<file path="src/rtl/im_refill_if.sv">
// CPU-fetch / main-memory / cache-write signal bundle for the instruction-cache refill controller.
// master = refill controller side, slave = CPU, memory and cache side.
interface im_refill_if #(
    parameter int WORDS = 16,
    parameter int TAG_W = 25,
    parameter int BLK_W = 3
);
    logic                   cpuReq;
    logic [31:0]            cpuAddress;
    logic                   cacheHit;
    logic                   memReq;
    logic [31:0]            memAddr;
    logic                   memAck;
    logic [31:0]            memData;
    logic                   memWrite;
    logic                   set;
    logic [BLK_W-1:0]       blockNo;
    logic [32*WORDS-1:0]    line0;
    logic [TAG_W-1:0]       tag0;
    logic                   v0;
    logic                   stall;
    logic [15:0]            missCount;

    modport master (
        input  cpuReq, cpuAddress, cacheHit, memAck, memData,
        output memReq, memAddr, memWrite, set, blockNo, line0, tag0, v0, stall, missCount
    );

    modport slave (
        output cpuReq, cpuAddress, cacheHit, memAck, memData,
        input  memReq, memAddr, memWrite, set, blockNo, line0, tag0, v0, stall, missCount
    );
endinterface

</file>
<file path="src/rtl/im_refill_ctrl.sv">
// Instruction-cache miss handler: stalls the CPU, reads a line one word per ack, writes it to a victim block.
// Optional macro RAND_REPL_EN selects an 8-bit LFSR victim instead of per-set round-robin pointers.
module im_refill_ctrl #(
    parameter int WORDS = 16,
    parameter int TAG_W = 25,
    parameter int BLK_W = 3
) (
    input  logic            clk,
    input  logic            reset,
    im_refill_if.master     bus
);
    localparam int CNT_W = $clog2(WORDS);
    localparam int OFF_W = $clog2(4 * WORDS);

    typedef enum logic [1:0] {IDLE = 2'd0, FETCH = 2'd1, FILL = 2'd2, DONE = 2'd3} state_e;

    state_e                 state_q, state_d;
    logic [CNT_W-1:0]       cnt_q, cnt_d;
    logic [31:0]            base_q, base_d;
    logic [TAG_W-1:0]       tag_q, tag_d;
    logic                   setl_q, setl_d;
    logic [32*WORDS-1:0]    line_q, line_d;
    logic                   memreq_q, memreq_d;
    logic [31:0]            memaddr_q, memaddr_d;
    logic                   memwrite_q, memwrite_d;
    logic                   v0_q, v0_d;
    logic                   seto_q, seto_d;
    logic [TAG_W-1:0]       tago_q, tago_d;
    logic [BLK_W-1:0]       blk_q, blk_d;
    logic [15:0]            miss_q, miss_d;
    logic [BLK_W-1:0]       victim_s;
    logic                   miss_s;
    logic                   unused_addr_s;

`ifdef RAND_REPL_EN
    logic [7:0]             lfsr_q, lfsr_d;

    // Free-running x^8+x^6+x^5+x^4+1 Fibonacci LFSR; low bits pick the victim.
    always_comb begin
        lfsr_d = {lfsr_q[6:0], lfsr_q[7] ^ lfsr_q[5] ^ lfsr_q[4] ^ lfsr_q[3]};
    end

    // LFSR register, seeded non-zero so it never locks up.
    always_ff @(posedge clk or negedge reset) begin
        if (!reset) begin
            lfsr_q <= 8'h01;
        end else begin
            lfsr_q <= lfsr_d;
        end
    end

    assign victim_s = lfsr_q[BLK_W-1:0];
`else
    logic [BLK_W-1:0]       vic0_q, vic0_d;
    logic [BLK_W-1:0]       vic1_q, vic1_d;

    // Per-set round-robin pointer advances once the written line has been committed.
    always_comb begin
        vic0_d = vic0_q;
        vic1_d = vic1_q;
        if (state_q == DONE) begin
            if (setl_q) begin
                vic1_d = vic1_q + {{(BLK_W-1){1'b0}}, 1'b1};
            end else begin
                vic0_d = vic0_q + {{(BLK_W-1){1'b0}}, 1'b1};
            end
        end else begin
            vic0_d = vic0_q;
        end
    end

    // Victim pointer registers.
    always_ff @(posedge clk or negedge reset) begin
        if (!reset) begin
            vic0_q <= {BLK_W{1'b0}};
            vic1_q <= {BLK_W{1'b0}};
        end else begin
            vic0_q <= vic0_d;
            vic1_q <= vic1_d;
        end
    end

    assign victim_s = setl_q ? vic1_q : vic0_q;
`endif

    assign miss_s        = bus.cpuReq & ~bus.cacheHit;
    assign unused_addr_s = ^bus.cpuAddress[OFF_W-1:0];

    // Next-state and datapath: latch the miss, gather words, then present one write strobe.
    always_comb begin
        state_d    = state_q;
        cnt_d      = cnt_q;
        base_d     = base_q;
        tag_d      = tag_q;
        setl_d     = setl_q;
        line_d     = line_q;
        memreq_d   = 1'b0;
        memaddr_d  = memaddr_q;
        memwrite_d = 1'b0;
        v0_d       = 1'b0;
        seto_d     = seto_q;
        tago_d     = tago_q;
        blk_d      = blk_q;
        miss_d     = miss_q;
        case (state_q)
            IDLE: begin
                if (miss_s) begin
                    state_d   = FETCH;
                    base_d    = {bus.cpuAddress[31:OFF_W], {OFF_W{1'b0}}};
                    tag_d     = bus.cpuAddress[31:32-TAG_W];
                    setl_d    = bus.cpuAddress[OFF_W];
                    cnt_d     = {CNT_W{1'b0}};
                    memreq_d  = 1'b1;
                    memaddr_d = base_d;
                    miss_d    = (miss_q != 16'hFFFF) ? miss_q + 16'd1 : miss_q;
                end else begin
                    state_d = IDLE;
                end
            end
            FETCH: begin
                memreq_d = 1'b1;
                if (bus.memAck) begin
                    line_d[32*cnt_q +: 32] = bus.memData;
                    if (cnt_q == CNT_W'(WORDS - 1)) begin
                        state_d    = FILL;
                        cnt_d      = {CNT_W{1'b0}};
                        memreq_d   = 1'b0;
                        memaddr_d  = base_q;
                        memwrite_d = 1'b1;
                        v0_d       = 1'b1;
                        seto_d     = setl_q;
                        tago_d     = tag_q;
                        blk_d      = victim_s;
                    end else begin
                        cnt_d     = cnt_q + {{(CNT_W-1){1'b0}}, 1'b1};
                        memaddr_d = base_q + {{(32-CNT_W-2){1'b0}}, cnt_d, 2'b00};
                    end
                end else begin
                    state_d = FETCH;
                end
            end
            FILL: begin
                state_d = DONE;
            end
            DONE: begin
                state_d = IDLE;
            end
            default: begin
                state_d = IDLE;
            end
        endcase
    end

    // FSM state register.
    always_ff @(posedge clk or negedge reset) begin
        if (!reset) begin
            state_q <= IDLE;
        end else begin
            state_q <= state_d;
        end
    end

    // Datapath and output registers; reset discards any partial line.
    always_ff @(posedge clk or negedge reset) begin
        if (!reset) begin
            cnt_q      <= {CNT_W{1'b0}};
            base_q     <= 32'd0;
            tag_q      <= {TAG_W{1'b0}};
            setl_q     <= 1'b0;
            line_q     <= {(32*WORDS){1'b0}};
            memreq_q   <= 1'b0;
            memaddr_q  <= 32'd0;
            memwrite_q <= 1'b0;
            v0_q       <= 1'b0;
            seto_q     <= 1'b0;
            tago_q     <= {TAG_W{1'b0}};
            blk_q      <= {BLK_W{1'b0}};
            miss_q     <= 16'd0;
        end else begin
            cnt_q      <= cnt_d;
            base_q     <= base_d;
            tag_q      <= tag_d;
            setl_q     <= setl_d;
            line_q     <= line_d;
            memreq_q   <= memreq_d;
            memaddr_q  <= memaddr_d;
            memwrite_q <= memwrite_d;
            v0_q       <= v0_d;
            seto_q     <= seto_d;
            tago_q     <= tago_d;
            blk_q      <= blk_d;
            miss_q     <= miss_d;
        end
    end

    // stall must rise in the detect cycle, so its IDLE term is combinational.
    assign bus.stall     = reset & ((state_q != IDLE) | miss_s);
    assign bus.memReq    = memreq_q;
    assign bus.memAddr   = memaddr_q;
    assign bus.memWrite  = memwrite_q;
    assign bus.v0        = v0_q;
    assign bus.set       = seto_q;
    assign bus.tag0      = tago_q;
    assign bus.blockNo   = blk_q;
    assign bus.line0     = line_q;
    assign bus.missCount = miss_q;
endmodule
</file>
<file path="src/flat_wrapper.sv">
// flat-port wrapper written by rule: the top's interface ports become plain ports
module im_refill_ctrl_flat 
#(
    parameter int WORDS = 16,
    parameter int TAG_W = 25,
    parameter int BLK_W = 3
)
  (clk, reset, bus_cpuReq, bus_cpuAddress, bus_cacheHit, bus_memAck, bus_memData, bus_memReq, bus_memAddr, bus_memWrite, bus_set, bus_blockNo, bus_line0, bus_tag0, bus_v0, bus_stall, bus_missCount);
  im_refill_if #(.WORDS(WORDS), .TAG_W(TAG_W), .BLK_W(BLK_W)) bus_i ();
  input  logic clk;
  input  logic reset;
  input wire logic [$bits(bus_i.cpuReq)-1:0] bus_cpuReq;
  input wire logic [$bits(bus_i.cpuAddress)-1:0] bus_cpuAddress;
  input wire logic [$bits(bus_i.cacheHit)-1:0] bus_cacheHit;
  input wire logic [$bits(bus_i.memAck)-1:0] bus_memAck;
  input wire logic [$bits(bus_i.memData)-1:0] bus_memData;
  output wire logic [$bits(bus_i.memReq)-1:0] bus_memReq;
  output wire logic [$bits(bus_i.memAddr)-1:0] bus_memAddr;
  output wire logic [$bits(bus_i.memWrite)-1:0] bus_memWrite;
  output wire logic [$bits(bus_i.set)-1:0] bus_set;
  output wire logic [$bits(bus_i.blockNo)-1:0] bus_blockNo;
  output wire logic [$bits(bus_i.line0)-1:0] bus_line0;
  output wire logic [$bits(bus_i.tag0)-1:0] bus_tag0;
  output wire logic [$bits(bus_i.v0)-1:0] bus_v0;
  output wire logic [$bits(bus_i.stall)-1:0] bus_stall;
  output wire logic [$bits(bus_i.missCount)-1:0] bus_missCount;
  assign bus_i.cpuReq = bus_cpuReq;
  assign bus_i.cpuAddress = bus_cpuAddress;
  assign bus_i.cacheHit = bus_cacheHit;
  assign bus_i.memAck = bus_memAck;
  assign bus_i.memData = bus_memData;
  assign bus_memReq = bus_i.memReq;
  assign bus_memAddr = bus_i.memAddr;
  assign bus_memWrite = bus_i.memWrite;
  assign bus_set = bus_i.set;
  assign bus_blockNo = bus_i.blockNo;
  assign bus_line0 = bus_i.line0;
  assign bus_tag0 = bus_i.tag0;
  assign bus_v0 = bus_i.v0;
  assign bus_stall = bus_i.stall;
  assign bus_missCount = bus_i.missCount;
  im_refill_ctrl #(.WORDS(WORDS), .TAG_W(TAG_W), .BLK_W(BLK_W)) u_core (.clk(clk), .reset(reset), .bus(bus_i));
endmodule
</file>
<file path="config.mk">
export PLATFORM = sky130hd
export DESIGN_NAME = im_refill_ctrl_flat
export DESIGN_NICKNAME = d
export VERILOG_FILES = /design/src/rtl/im_refill_if.sv /design/src/rtl/im_refill_ctrl.sv /design/src/flat_wrapper.sv
export SDC_FILE = /design/constraint.sdc
export NUM_CORES = 1
export LEC_CHECK = 0
export CAP_MARGIN = 20
export CORE_AREA = 2 2 256 258
export CTS_CLUSTER_DIAMETER = 120
export CTS_CLUSTER_SIZE = 10
export DETAILED_ROUTE_END_ITERATION = 12
export DIE_AREA = 0 0 258 260
export DONT_BUFFER_PORTS = 1
export GPL_ROUTABILITY_DRIVEN = 0
export GPL_TIMING_DRIVEN = 0
export SLEW_MARGIN = 25
export SYNTH_ARGS = -nofsm -noshare
export SYNTH_HDL_FRONTEND = slang
export SYNTH_SLANG_ARGS = --single-unit
</file>
<file path="constraint.sdc">
create_clock -name clk -period 5.4 [get_ports clk]
set_input_delay 1.08 -clock clk [delete_from_list [all_inputs] [get_ports clk]]
set_output_delay 1.08 -clock clk [all_outputs]
set_load 0.1 [all_outputs]
</file>
==> impl_metrics.json, run 1 <==
{
  "grt-ovfl-total": 0,
  "max_slew.worst_pin.slew_ns": 3.68,
  "grt_max_degree": 625,
  "io_pins": 662,
  "dieWidth_um": 258,
  "clock_sinks": 623,
  "fin_crit_ns": 5.20,
  "start_kind": "flop",
  "floorplan.initialDensity_pct": 39.8,
  "cts_buffers": 72,
  "endpoint_kind": "flop",
  "fmax_ghz": 0.192,
  "cts_setup_buffers": 0,
  "worstPathArrival_ns": 5.69,
  "max-slew-margin-rel_pct": -145,
  "synthArstFlopShare_pct": 100,
  "rsz0062_at_grt": "false",
  "ys_seq_elements": 623,
  "ys_seq_area_share_pct": 61.0,
  "yosys_warnings": 0,
  "grt.total_usage_pct": 27.0,
  "coreArea_um2": 64100,
  "cts_tree": "done",
  "use_met1_pct": 30.3,
  "wl_um": 92500,
  "drt_pre_antenna_iters": 7,
  "yosysTopAreaCellShare_pct": 61.0,
  "fp.dieArea_um2": 67100,
  "crit_required_ns": 5.88,
  "final-setup-viol-count": 0,
  "chipHeight_um": 260,
  "grt_pass1_vias": 18100,
  "finalHoldViolations": 0,
  "syn_avg_cell_area_um2": 12.0,
  "rows": 93,
  "use_met3_pct": 10.8,
  "synth_cell_types": 50,
  "syn_inst": 2122,
  "cap_violations": 0,
  "grt.busiest_layer": "met2",
  "timing.hold.ws_ns": 0.178,
  "synth_edf_count": 0,
  "pre_cts_ws_ns": -0.296,
  "drive_above_1_share_pct": 22.8,
  "first_iter_violations": 1459,
  "n_antenna_cell": 0,
  "antenna_left": 0,
  "numPortBuffers": 0,
  "ys.flop_type": "dfrtp_1",
  "wire_per_inst_um": 30.2,
  "clkTransAtPathRegs_ns": 0.06,
  "critPathKind": "flop to flop",
  "slew_violations": 474,
  "viasPerCell": 5.79,
  "fin_skew_ns": 0.0196,
  "syn2layout_area_growth_pct": 11.8,
  "vias": 17700,
  "root_buffer": "clkbuf_16",
  "worstHoldPathType": "input pin to async pin",
  "antenna_found_initial": 3,
  "finalCritPeriodShare_pct": 96.4,
  "nets": 2272,
  "placed_cell_area_um2": 26600,
  "grt_use_met2_pct": 46.1,
  "clk_latency_ns": 0.61,
  "fin_area_um2": 28500,
  "drc_errors": 0,
  "status": "finished with violations",
  "violations": "slew limit",
  "yosysTopAreaCell": "dfrtp_1",
  "cp_max_fo": 10,
  "syn_area_um2": 25500,
  "clockBufferDepth": 3,
  "grt_first_pass_wirelength_um": 132000,
  "hpwlAfterDp_um": 67700,
  "htreeDepth": 3,
  "fin_ws_ns": 0.196,
  "ys_top_cells_by_area": "dfrtp_1, mux2_2, nand2_1"
}
-- layout make-up --
type / count / area (um2)
plain buffers: 184 / 795
clock buffers: 73 / 1810
clock inverters: 7 / 91.3
fillers: 5889 / 35600
inverters: 39 / 146
multi-input cells: 1277 / 9040
flip-flops and latches: 623 / 15600
well taps: 855 / 1070
-- worst paths after layout --
check | endpoint | cells after the start | start | slack (ns)
setup / recovery | u_core.bus.line0[297]$_DFFE_PN0P_ | 10 | u_core.cnt_q[0]$_DFFE_PN0P_ | 0.20
hold reg to reg | u_core.vic0_q[2]$_DFFE_PN0P_ | 1 | u_core.vic0_q[2]$_DFFE_PN0P_ | 0.47
max in group asynchronous | u_core.bus.line0[82]$_DFFE_PN0P_ | 0 | reset | 2.34
hold / removal | u_core.bus.line0[405]$_DFFE_PN0P_ | 0 | reset | 0.18
min in group clk | u_core.vic0_q[2]$_DFFE_PN0P_ | 1 | u_core.vic0_q[2]$_DFFE_PN0P_ | 0.47
setup reg to reg | u_core.bus.line0[297]$_DFFE_PN0P_ | 10 | u_core.cnt_q[0]$_DFFE_PN0P_ | 0.20
-- state kept, by name, summed over array words and instances, names as in the netlist, named ones only --
signal                flops
u_core.base_q             1
u_core.bus.blockNo        3
u_core.bus.line0        512
u_core.bus.memAddr       27
u_core.bus.memReq         1
u_core.bus.memWrite       1
u_core.bus.missCount     16
u_core.bus.set            1
u_core.bus.tag0          25
u_core.cnt_q              3
u_core.state_q            1
u_core.tag_q             25
u_core.vic0_q             3
u_core.vic1_q             3
-- worst max-delay path, cell delays in order (launching register included) --
cell	delay (ns)
dfrtp_2	0.73
clkbuf_1	0.51
inv_1	0.29
clkbuf_1	0.36
ha_1	0.39
xnor2_1	0.22
buf_2	0.25
nand4_1	0.59
nor2_2	0.79
buf_2	0.51
mux2_2	0.39
-- synth_stat cells (6+ instances only) --
cell type and instances:
nand3_1 47, a31oi_1 27, mux2_2 326, nand4_1 16, o21ai_0 181, ha_1 6
o31ai_1 66, nor2_1 147, nor4_1 7, nand2b_1 6, buf_2 44, o41ai_1 22
mux2_4 30, and3_1 45, clkbuf_1 126, nand2_1 243, dfrtp_1 623, nor2b_1 6
a21o_1 7, inv_1 39, nor3_1 6, xnor2_1 14, mux2i_1 32, buf_1 6
-- metrics by stage --
step,util [%],std cells,setup TNS [ns]
after floorplan,-,2123,0
after global placement,41.5,2978,-5.39
after detailed placement,41.5,2978,-10.30
after CTS,44.5,3058,0
after global routing,44.5,3058,0
final,44.5,3058,0
-- cell usage in the layout, fill, tap and decap left out, types with 39 or more instances in the layout --
master	synthesis	routed
inv_1	39	39
nand3_1	47	47
nor2_1	147	144
and3_1	45	45
mux2_2	326	326
clkbuf_1	126	124
o31ai_1	66	66
buf_2	44	44
o21ai_0	181	181
nand2_1	243	243
clkbuf_16	0	72
dfrtp_1	623	619
-- what timing repair did --
action                                 CTS  global route
gates resized for setup                  3             0
setup endpoints to repair               60             0
hold buffers                             0             0
endpoints found under the hold margin    0             0
-- layer usage --
metal,routed length [um],part of all wire [%],vias up
met1,33600,36,9233
met4,3370,3.6,2
li1,-,-,7480
met5,13,0.014,-
met3,9470,10,181
met2,46000,50,825
-- cells by family after synthesis --
| group | Yosys count | share of synthesized area (%) |
|---|---|---|
| buf+inv | 223 | 3.67 |
| compound gates | 313 | 7.38 |
| other cells | 1 | 0.0147 |
| mux | 393 | 17.6 |
| simple gates | 546 | 9.40 |
| flops | 623 | 61.0 |
| fa+ha+maj | 6 | 0.294 |
| xor+xnor | 17 | 0.583 |
Power of run 1 is not shown: default switching activity piles up to over one toggle a cycle in this logic, so the estimate is an artifact.
==> run 2, diff against run 1 <==
- SLEW_MARGIN: 25 -> not set
==> impl_metrics.json, run 2 (synthesis gave the netlist of run 1 again) <==
{
  "fillers": 5876,
  "start_kind": "flop",
  "rrSetupSlack_ns": 0.21,
  "finalHoldViolations": 0,
  "clkTransAtPathRegs_ns": 0.06,
  "fin_skew_ns": 0.0205,
  "worstPathArrival_ns": 5.66,
  "cap_violations": 0,
  "antenna_left": 0,
  "viasPerCell": 5.79,
  "grt_pass1_vias": 18300,
  "clock_sinks": 623,
  "grt_first_pass_wirelength_um": 132000,
  "antenna_found_initial": 3,
  "chipHeight_um": 260,
  "rows": 93,
  "wire_per_inst_um": 30.1,
  "syn2layout_area_growth_pct": 12.2,
  "drt_pre_antenna_iters": 6,
  "final_cell_mix": "dfrtp_1, mux2_2, nand2_1",
  "worstSetupEndpoint": "u_core.bus.line0[293]$_DFFE_PN0P_",
  "seqCellArea_um2": 15600,
  "finalCritPeriodShare_pct": 96.1,
  "fmax_ghz": 0.193,
  "fin_ws_ns": 0.211,
  "drive_above_1_share_pct": 22.7,
  "io_pins": 662,
  "max-slew-margin-rel_pct": -1.81,
  "violations": "slew limit",
  "timing.rr.start": "u_core.cnt_q[0]$_DFFE_PN0P_",
  "cts_setup_buffers": 0,
  "fp.dieArea_um2": 67100,
  "htreeDepth": 3,
  "dieWidth_um": 258,
  "cts_tree": "done",
  "vias": 17800,
  "crit_required_ns": 5.87,
  "worstHoldPathType": "input pin to async pin",
  "pre_cts_ws_ns": -0.312,
  "clk_latency_ns": 0.61,
  "fin_crit_ns": 5.19,
  "critPathKind": "flop to flop",
  "grt.total_usage_pct": 27.0,
  "cts_buffers": 72,
  "slew_violations": 39,
  "first_iter_violations": 1512,
  "grt_max_degree": 625,
  "cp-startpoint": "u_core.cnt_q[0]$_DFFE_PN0P_",
  "root_buffer": "clkbuf_16",
  "grt-ovfl-total": 0,
  "max_slew.worst_pin.slew_ns": 1.53,
  "floorplan.initialDensity_pct": 39.8,
  "ctsResizeCount": 3,
  "endpoint_kind": "flop",
  "coreArea_um2": 64100,
  "drc_errors": 0,
  "largest_reg_flops": 512,
  "final_common_cell": "dfrtp_1",
  "cp_max_fo": 10,
  "r2r-end": "u_core.bus.line0[293]$_DFFE_PN0P_",
  "multi_input_area_um2": 9020,
  "wl_um": 92500,
  "hold_buffers": 0,
  "final-setup-viol-count": 0,
  "hpwlAfterDp_um": 68500,
  "clockBufferDepth": 3,
  "rr_worst_depth": 10,
  "n_antenna_cell": 0,
  "status": "finished with violations",
  "numPortBuffers": 0,
  "nets": 2283,
  "rsz0062_at_grt": "false"
}
[run 2: cell types whose count changed in the layout (fill, tap and decap cells not counted), sizes merged]
cell	change
buf	+10
[run 2: worst min path at each step]
stage | startpoint | endpoint | slack [ns] | cells after the start
finish | reset | u_core.bus.line0[405]$_DFFE_PN0P_ | 0.17 | 0
global route | reset | u_core.bus.line0[405]$_DFFE_PN0P_ | 0.13 | 0
CTS | reset | u_core.bus.line0[405]$_DFFE_PN0P_ | 0.13 | 0
detailed placement | u_core.vic0_q[2]$_DFFE_PN0P_ | u_core.vic0_q[2]$_DFFE_PN0P_ | 0.47 | 1
global placement | u_core.vic0_q[2]$_DFFE_PN0P_ | u_core.vic0_q[2]$_DFFE_PN0P_ | 0.46 | 1
floorplan | u_core.vic0_q[2]$_DFFE_PN0P_ | u_core.vic0_q[2]$_DFFE_PN0P_ | 0.45 | 1
[run 2: metrics by stage]
stage | cell area [um2] | hold WS (ns) | util, % | setup TNS [ns] | instances
floorplan | 25500 | 0.445 | - | 0 | 2123
finish | 28700 | 0.174 | 44.7 | 0 | 3068
CTS | 28600 | 0.132 | 44.6 | 0 | 3066
global placement | 26600 | 0.464 | 41.5 | -5.39 | 2978
global route | 28700 | 0.128 | 44.7 | 0 | 3068
detailed placement | 26700 | 0.469 | 41.7 | -11.48 | 2987
[run 2: metal layers]
| layer | GRT usage [%] | routed length (um) |
|---|---|---|
| met5 | 0 | 13 |
| met2 | 45.6 | 45200 |
| met3 | 10.5 | 9140 |
| met1 | 30.5 | 34000 |
| met4 | 11.6 | 4100 |
[run 2: worst max-delay path: stages, from the launching register on]
cell      delay, ns
dfrtp_2        0.73
clkbuf_1       0.50
inv_1          0.29
clkbuf_1       0.36
ha_1           0.39
xnor2_1        0.22
buf_2          0.24
nand4_1        0.59
nor2_2         0.79
buf_2          0.53
mux2_2         0.39
[run 2: layout make-up]
cell class                      count  area share, %
Buffer                            184           2.76
Timing Repair Buffer               11          0.493
Sequential cell                   623           54.4
Inverter                           39          0.511
Multi-Input combinational cell   1277           31.5
Tap cell                          855           3.73
Clock buffer                       72           6.29
Clock inverter                      7          0.319
Power of run 2 is left out for the same reason.
==> run 3, diff against run 2 <==
--- a/config.mk
+++ b/config.mk
@@ -7,9 +7,9 @@
 export LEC_CHECK = 0
 export CAP_MARGIN = 20
-export CORE_AREA = 2 2 256 258
+export CORE_AREA = 5 5 252 254
 export CTS_CLUSTER_DIAMETER = 120
 export CTS_CLUSTER_SIZE = 10
 export DETAILED_ROUTE_END_ITERATION = 12
-export DIE_AREA = 0 0 258 260
+export DIE_AREA = 0 0 257 259
 export DONT_BUFFER_PORTS = 1
 export GPL_ROUTABILITY_DRIVEN = 0
==> constraint.sdc (replaced) <==
create_clock -name clk -period 5.4 [get_ports clk]
set_input_delay 1.08 -clock clk [delete_from_list [all_inputs] [get_ports clk]]
set_output_delay 1.08 -clock clk [all_outputs]
set_load 0.05 [all_outputs]
==> impl_metrics.json, run 3 (synthesis gave the netlist of run 1 again) <==
{
  "finalHoldViolations": 0,
  "max_slew.worst_pin.slew_ns": 2.22,
  "grt.total_usage_pct": 27.2,
  "worstPathArrival_ns": 5.62,
  "floorplan.initialDensity_pct": 41.8,
  "wl_um": 93600,
  "crit_required_ns": 5.89,
  "grt_use_met2_pct": 45.6,
  "numPortBuffers": 0,
  "fmax_ghz": 0.195,
  "htreeDepth": 3,
  "hpwlAfterDp_um": 68900,
  "fin_tns_setup_ns": 0,
  "fin_skew_ns": 0.0185,
  "grt_pass1_vias": 18400,
  "finalCritPeriodShare_pct": 94.9,
  "clock_sinks": 623,
  "grt-ovfl-total": 0,
  "use_met3_pct": 12.7,
  "max-slew-margin-rel_pct": -48.2,
  "chipHeight_um": 259,
  "use_met1_pct": 30.2,
  "drc_errors": 0,
  "fp.dieArea_um2": 66600,
  "drive_above_1_share_pct": 22.6,
  "status": "finished with violations",
  "syn2layout_area_growth_pct": 11.8,
  "fillers": 5566,
  "drt_pre_antenna_iters": 6,
  "cts_tree": "done",
  "start_kind": "flop",
  "fin_crit_ns": 5.13,
  "violations": "slew limit",
  "endpoint_kind": "flop",
  "dieWidth_um": 257,
  "clk_latency_ns": 0.62,
  "antenna_found_initial": 2,
  "cp_max_fo": 10,
  "multi_input_area_um2": 9020,
  "root_buffer": "clkbuf_16",
  "first_iter_violations": 1336,
  "cap_violations": 0,
  "hold_buffers": 0,
  "slew_violations": 245,
  "io_pins": 662,
  "wire_per_inst_um": 31.2,
  "antenna_left": 0,
  "grt_first_pass_wirelength_um": 134000,
  "final_util_pct": 46.8,
  "nets": 2277,
  "coreArea_um2": 61000,
  "grt.busiest_layer": "met2",
  "largest_reg_flops": 512,
  "critPathKind": "flop to flop",
  "cts_buffers": 72,
  "final_common_cell": "dfrtp_1",
  "clkTransAtPathRegs_ns": 0.06,
  "clockBufferDepth": 3,
  "worstHoldPathType": "input pin to async pin",
  "final-setup-viol-count": 0,
  "grt_max_degree": 625,
  "viasPerCell": 5.90,
  "rsz0062_at_grt": "false",
  "vias": 17700,
  "seqCellArea_um2": 15600,
  "rows": 91,
  "final_cell_mix": "dfrtp_1, mux2_2, nand2_1"
}
==> run 3: cell count changes in the layout (fill, tap and decap cells not counted), moves of 2 or more <==
cell	delta
buf_1	-2
clkinv_16	+2
diode_2	+3
buf_16	-2
==> run 3: final cells by class <==
cell class                 count  share of cell area (%)
tap                          790                    3.46
timing repair buffer           5                   0.184
inverter                      39                   0.513
buffer                       184                    2.77
multi-input combinational   1277                    31.6
clock inverter                 8                   0.500
antenna                        3                  0.0263
clock buffer                  72                    6.31
sequential                   623                    54.6
==> run 3: metrics by stage <==
stage / hold slack, ns / std cells / worst slack, ns / instance area [um2]
3_3_place_gp: 0.463 / 2913 / 0.0117 / 26500
3_5_place_dp: 0.465 / 2917 / 0.0125 / 26600
5_1_grt: 0.145 / 2998 / 0.0802 / 28500
6_report: 0.176 / 3001 / 0.273 / 28500
2_1_floorplan: 0.445 / 2123 / 2.10 / 25500
4_1_cts: 0.139 / 2997 / 0.205 / 28500
==> run 3: what timing repair did <==
| action | in CTS | in global routing |
|---|---|---|
| endpoints found under the setup margin | 2 | 0 |
| setup buffers | 0 | 0 |
| gates resized for setup | 1 | 0 |
==> run 3: path summary, 6_finish.rpt <==
check                                              from                                end  slack (ns)  cells after the start
setup / recovery            u_core.cnt_q[0]$_DFFE_PN0P_  u_core.bus.line0[439]$_DFFE_PN0P_        0.27                      9
hold / removal                                    reset   u_core.bus.line0[82]$_DFFE_PN0P_        0.18                      0
setup reg to reg            u_core.cnt_q[0]$_DFFE_PN0P_  u_core.bus.line0[439]$_DFFE_PN0P_        0.27                      9
hold reg to reg            u_core.vic0_q[2]$_DFFE_PN0P_       u_core.vic0_q[2]$_DFFE_PN0P_        0.48                      1
max in group asynchronous                         reset  u_core.bus.line0[102]$_DFFE_PN0P_        3.45                      0
min in group clk           u_core.vic0_q[2]$_DFFE_PN0P_       u_core.vic0_q[2]$_DFFE_PN0P_        0.48                      1
==> run 3: layer usage <==
layer / vias to the layer above / share of wire, %
met4: 0 / 4.0
li1: 7478 / -
met2: 851 / 49
met3: 177 / 12
met5: - / 0
met1: 9187 / 35
==> run 3: critical path, cell delays in order, from the launching register on <==
cell and delay [ns]:
dfrtp_1 0.78, clkbuf_1 0.50, inv_1 0.29, clkbuf_1 0.35
ha_1 0.39, or3b_1 0.31, nand4_1 0.52, nor3_2 1.02
buf_2 0.45, mux2_2 0.38
Power of run 3 is left out for the same reason.
